## src/rtl/uart_pkg.sv

```systemverilog
// Shared UART definitions: receiver state encoding and the common data width.
package uart_pkg;

    typedef enum logic [2:0] {
        IDLE,
        START,
        DATA,
        PARITY,
        STOP
    } uart_rx_state_t;

    localparam int UART_DATA_W = 8;

endpackage

```

## src/rtl/uart_rx_shift_reg.sv

```systemverilog
// Right-shifting receive register; the first (LSB) bit ends up at the bottom after a full word.
module rx_shift_reg
    import uart_pkg::*;
(
    input  logic                   clk,
    input  logic                   rst,
    input  logic                   shift,
    input  logic                   rx_bit,
    output logic [UART_DATA_W-1:0] data
);

    logic [UART_DATA_W-1:0] r_data;

    always_ff @(posedge clk or posedge rst) begin
        if (rst) begin
            r_data <= '0;
        end else if (shift) begin
            r_data <= {rx_bit, r_data[UART_DATA_W-1:1]};
        end
    end

    assign data = r_data;

endmodule

```

## src/rtl/uart_rx.sv

```systemverilog
// Mid-bit sampling UART receiver with framing check.
// Define UART_RX_PARITY_EN to add an even-parity bit and the parity_err output.
module uart_rx
    import uart_pkg::*;
#(
    parameter int CLOCK_RATE_HZ     = 3,
    parameter int BAUD_RATE_HZ      = 1,
    parameter int BITS_PER_TRANSFER = 8
) (
    input  logic                   clk,
    input  logic                   rst,
    input  logic                   rx,
    output logic [UART_DATA_W-1:0] data,
    output logic                   valid,
    output logic                   busy,
    output logic                   frame_err
`ifdef UART_RX_PARITY_EN
    ,
    output logic                   parity_err
`endif
);

    localparam int CLOCKS_PER_BAUD = CLOCK_RATE_HZ / BAUD_RATE_HZ;
    localparam int BAUD_W          = $clog2(CLOCKS_PER_BAUD);
    localparam int ALIGN_SHIFT     = UART_DATA_W - BITS_PER_TRANSFER;

    localparam logic [BAUD_W-1:0] HALF_LAST = BAUD_W'(CLOCKS_PER_BAUD / 2 - 1);
    localparam logic [BAUD_W-1:0] FULL_LAST = BAUD_W'(CLOCKS_PER_BAUD - 1);
    localparam logic [3:0]        LAST_BIT  = 4'(BITS_PER_TRANSFER - 1);

    uart_rx_state_t         r_state;
    logic [BAUD_W-1:0]      r_baud_cnt;
    logic [3:0]             r_bit_cnt;
    logic [1:0]             r_sync;
    logic                   r_last;
    logic [UART_DATA_W-1:0] r_data;
    logic                   r_valid;
    logic                   r_busy;
    logic                   r_frame_err;

    logic                   w_rx_s;
    logic                   w_fall;
    logic                   w_mid;
    logic                   w_shift;
    logic [UART_DATA_W-1:0] w_shift_data;
    logic [UART_DATA_W-1:0] w_aligned;

    assign w_rx_s  = r_sync[1];
    assign w_fall  = !w_rx_s && r_last;
    assign w_mid   = (r_baud_cnt == FULL_LAST);
    assign w_shift = (r_state == DATA) && w_mid;

    always_ff @(posedge clk or posedge rst) begin
        if (rst) begin
            r_sync <= 2'b11;
            r_last <= 1'b1;
        end else begin
            r_sync <= {r_sync[0], rx};
            r_last <= w_rx_s;
        end
    end

    rx_shift_reg u_shift (
        .clk    (clk),
        .rst    (rst),
        .shift  (w_shift),
        .rx_bit (w_rx_s),
        .data   (w_shift_data)
    );

    // Short words sit in the top of the shift register; move them to the bottom.
    genvar gi;
    generate
        for (gi = 0; gi < UART_DATA_W; gi++) begin : g_align
            if (gi < BITS_PER_TRANSFER) begin : g_bit
                assign w_aligned[gi] = w_shift_data[gi + ALIGN_SHIFT];
            end else begin : g_zero
                assign w_aligned[gi] = 1'b0;
            end
        end
    endgenerate

`ifdef UART_RX_PARITY_EN
    logic r_parity_bit;
    logic r_parity_err;
    logic w_parity_ok;

    assign w_parity_ok = !((^w_aligned) ^ r_parity_bit);
    assign parity_err  = r_parity_err;
`endif

    always_ff @(posedge clk or posedge rst) begin
        if (rst) begin
            r_state     <= IDLE;
            r_baud_cnt  <= '0;
            r_bit_cnt   <= '0;
            r_data      <= '0;
            r_valid     <= 1'b0;
            r_busy      <= 1'b0;
            r_frame_err <= 1'b0;
`ifdef UART_RX_PARITY_EN
            r_parity_bit <= 1'b0;
            r_parity_err <= 1'b0;
`endif
        end else begin
            r_valid     <= 1'b0;
            r_frame_err <= 1'b0;
`ifdef UART_RX_PARITY_EN
            r_parity_err <= 1'b0;
`endif
            case (r_state)
                IDLE: begin
                    r_busy <= 1'b0;
                    if (w_fall) begin
                        r_state    <= START;
                        r_baud_cnt <= '0;
                        r_bit_cnt  <= '0;
                        r_busy     <= 1'b1;
                    end
                end
                START: begin
                    if (r_baud_cnt == HALF_LAST) begin
                        r_baud_cnt <= '0;
                        r_bit_cnt  <= '0;
                        if (w_rx_s) begin
                            r_state <= IDLE;
                            r_busy  <= 1'b0;
                        end else begin
                            r_state <= DATA;
                        end
                    end else begin
                        r_baud_cnt <= r_baud_cnt + 1'b1;
                    end
                end
                DATA: begin
                    if (w_mid) begin
                        r_baud_cnt <= '0;
                        if (r_bit_cnt == LAST_BIT) begin
                            r_bit_cnt <= '0;
`ifdef UART_RX_PARITY_EN
                            r_state <= PARITY;
`else
                            r_state <= STOP;
`endif
                        end else begin
                            r_bit_cnt <= r_bit_cnt + 1'b1;
                        end
                    end else begin
                        r_baud_cnt <= r_baud_cnt + 1'b1;
                    end
                end
`ifdef UART_RX_PARITY_EN
                PARITY: begin
                    if (w_mid) begin
                        r_parity_bit <= w_rx_s;
                        r_state      <= STOP;
                        r_baud_cnt   <= '0;
                        r_bit_cnt    <= '0;
                    end else begin
                        r_baud_cnt <= r_baud_cnt + 1'b1;
                    end
                end
`endif
                STOP: begin
                    // Re-arm at mid-stop so a following start edge is never missed.
                    if (w_mid) begin
                        r_state     <= IDLE;
                        r_baud_cnt  <= '0;
                        r_bit_cnt   <= '0;
                        r_busy      <= 1'b0;
                        r_data      <= w_aligned;
                        r_frame_err <= !w_rx_s;
`ifdef UART_RX_PARITY_EN
                        r_valid      <= w_rx_s && w_parity_ok;
                        r_parity_err <= !w_parity_ok;
`else
                        r_valid <= w_rx_s;
`endif
                    end else begin
                        r_baud_cnt <= r_baud_cnt + 1'b1;
                    end
                end
                default: begin
                    r_state <= IDLE;
                    r_busy  <= 1'b0;
                end
            endcase
        end
    end

    assign data      = r_data;
    assign valid     = r_valid;
    assign busy      = r_busy;
    assign frame_err = r_frame_err;

endmodule

```

## config.mk

```make
export PLATFORM = sky130hd
export DESIGN_NAME = uart_rx
export DESIGN_NICKNAME = d
export VERILOG_FILES = /design/src/rtl/uart_pkg.sv /design/src/rtl/uart_rx_shift_reg.sv /design/src/rtl/uart_rx.sv
export SDC_FILE = /design/constraint.sdc
export NUM_CORES = 1
export LEC_CHECK = 0
export ABC_CLOCK_PERIOD_IN_PS = 1790
export CORE_MARGIN = 10
export CORE_UTILIZATION = 34
export DETAILED_ROUTE_END_ITERATION = 8
export DONT_BUFFER_PORTS = 1
export PLACE_DENSITY = 0.54
export SLEW_MARGIN = 30
export SYNTH_ARGS = -nofsm -noshare
export SYNTH_HDL_FRONTEND = slang
export SYNTH_SLANG_ARGS = --single-unit
```

## constraint.sdc

```tcl
create_clock -name clk -period 1.79 [get_ports clk]
set_input_delay 0.358 -clock clk [delete_from_list [all_inputs] [get_ports clk]]
set_output_delay 0.358 -clock clk [all_outputs]
set_load 0.01 [all_outputs]
```

==> impl_metrics.ini <==
[sta]
worst_slack_ps = 99.2
fin_crit_ps = 1690
fmax_mhz = 591
fin_crit_sh_pct = 94.5
rsz0062_at_grt = false
worst_pin_slew_ps = 386
skew_ps = 4.78
tns_ps = 0
maxSlewViolCount = 0
hold_viol = 0
setup_viol = 0
relSlewSlack_pct = 74.3

[cts]
cts-resized-gates = 0
cts_tree = built
cts.sinks = 31
clockBufferDepth = 2
cts_hold_buf = 0
cts_max_level = 2
worstSkewPairLatency_ps = 280
cts_setup_buffers = 0
path_clk_slew_ps = 70
numCtsBuffers = 5
cts_root_buf = clkbuf_8

[detailed_routing]
wl_per_cell_um = 14.7
ant_nets = 0
finalWirelength_um = 2740
vias = 955
drt_first_pass_iters = 4
viasPerCell = 5.11
drt_iter0_markers = 58
drc = 0

[critical_path]
cpMaxStageDelayCell = dfrtp_1
crit_fanout = 4
worst_setup_path_start_kind = flop
required_ps = 1950
max_stage_delay_ps = 400
crit_type = reg -> reg
end_kind = flop
critPathTopFamily = flip-flops
path_cells = inv_1, ha_1, nor4b_1, a211oi_2, nand3_1, mux2_1
cp.arrival_ps = 1850
worst-path-buf-inv = 1

[grt]
antenna_found_initial = 0
grt_usage_pct = 8.32
grt_pass1_wl_um = 4870
grt_pass1_vias = 1037
grt_overflow_total = 0
grt_max_degree = 32

[cells_and_area]
fin_cells = 187
areaGrowthSynthToFinish_pct = 20.2
utilization_pct = 42.9
antenna_cells = 0
multi_input_area_um2 = 632
register_area_um2 = 781
most-common-layout-cells = 27 x dfrtp_1, 16 x mux2_2, 13 x buf_4, 9 x nand2_1, 7 x nor2_1
n_fill_cell = 422
layout_commonest_cell = dfrtp_1
final_nets = 143
drive_gt1_share_pct = 36.5

[floorplanning]
die-height_um = 85.5
die_area_mm2 = 0.00731
die_w_um = 85.5
core-area_mm2 = 0.00409
rows = 23
io_pins = 14
initial_utilization_pct = 35.7

[logic_synthesis]
syn-cell-area_mm2 = 0.00146
synth.distinct_cells = 37
ys_seq_area_share_pct = 53.5
syn_nets = 128
synth_top_area_share_pct = 48.1
netlist_top_cells_area = dfrtp_1 48%, mux2_2 12%, dfstp_2 5.4%
synth_top_area_cell = dfrtp_1
yosysWarnings = 0
synth-seq-cells = 31
synth_cells = 121
syn_area_per_cell_um2 = 12.0

[place]
io_buffers = 0
placedCellCount = 179
post-dp-hpwl_um = 2010
place_worst_setup_slack_ps = 75.5
gp_congestion = 0.853

[power]
p_leak_uw = 0.000811
finalPower_uw = 2560
power_density_mw_per_mm2 = 1460
peakVddDrop_mv = 0.644

[worst_hold_path]
min_path_type = in -> async

[outcome]
status = complete, no violations

[flow_run]
cap_violations = 0
cell type report:
class	instances	share of cell area [%]
well taps	50	3.57
clock inverters	3	3.86
flip-flops and latches	31	44.6
clock buffers	5	3.93
repair buffers	14	6.71
inverters	6	1.29
multi-input cells	78	36.1
metal layers:
layer | track usage (%) | routed length [um]
met1 | 9.24 | 1220
met2 | 12.7 | 1310
met3 | 4.40 | 169
met4 | 4.19 | 42
met5 | 0 | 0
cells by family after synthesis:
| logic type | Yosys count | share of synthesized area [%] |
|---|---|---|
| AND/OR/NAND/NOR | 39 | 16.0 |
| flip-flops | 31 | 53.5 |
| multiplexers | 19 | 14.5 |
| AO/OA/AOI/OAI | 15 | 7.73 |
| buffers and inverters | 12 | 4.21 |
| adder cells (fa/ha/maj) | 5 | 4.12 |
per-stage QoR:
| stage | instance area (um^2) | hold WS, ps |
|---|---|---|
| floorplan | 1460 | 345 |
| global placement | 1600 | 346 |
| detailed placement | 1600 | 358 |
| CTS | 1740 | 47.8 |
| global route | 1750 | 47.0 |
| finish | 1750 | 36.0 |
synthesized netlist by cell type (all sizes together):
library cell,number
a211oi,1
inv,6
ha,4
o221ai,1
nor2,7
o2111ai,1
maj3,1
nor3b,1
nand2b,3
nor2b,1
and2,2
and3b,1
a31oi,1
nor4b,2
nor4,1
nand2,9
a32o,2
mux2i,2
buf,4
a21oi,4
nand3,4
dfrtp,28
mux2,17
nor3,4
nor4bb,1
o311ai,1
o41ai,1
clkbuf,2
nand3b,2
o21ai,3
or2b,1
dfstp,3
worst reg2reg max path, delay by kind of cell, from the launching register on:
family / cells / cell delay (ps)
flip-flops: 1 / 400
multiplexers: 1 / 340
AO/OA/AOI/OAI: 1 / 310
AND/OR/NAND/NOR: 2 / 230
adder cells (fa/ha/maj): 1 / 190
buffers and inverters: 1 / 100
final timing paths:
| path | slack, ps | startpoint | end | cells after the start |
|---|---|---|---|---|
| hold / removal | 40 | rst | data[4]$_DFFE_PP0P_ | 2 |
| setup / recovery | 100 | r_baud_cnt[1]$_DFFE_PP0P_ | r_state[1]$_DFFE_PP0P_ | 6 |
| setup reg to reg | 100 | r_baud_cnt[1]$_DFFE_PP0P_ | r_state[1]$_DFFE_PP0P_ | 6 |
| hold reg to reg | 360 | r_sync[0]$_DFF_PP1_ | r_sync[1]$_DFF_PP1_ | 0 |
| min in group clk | 70 | rx | r_sync[0]$_DFF_PP1_ | 0 |
| max in group asynchronous | 1440 | rst | r_sync[0]$_DFF_PP1_ | 2 |
state kept, by name, summed over array words and instances (netlist names):
name          cells
busy              1
data              8
r_baud_cnt        2
r_state           3
r_last            1
r_sync            2
u_shift.data      8
valid             1
r_bit_cnt         4
frame_err         1
power by group:
group	internal (uW)	switching, uW
Combinational	406	412
Sequential	793	125
Clock	555	273
Note: power is estimated with default switching activity, not from simulation.
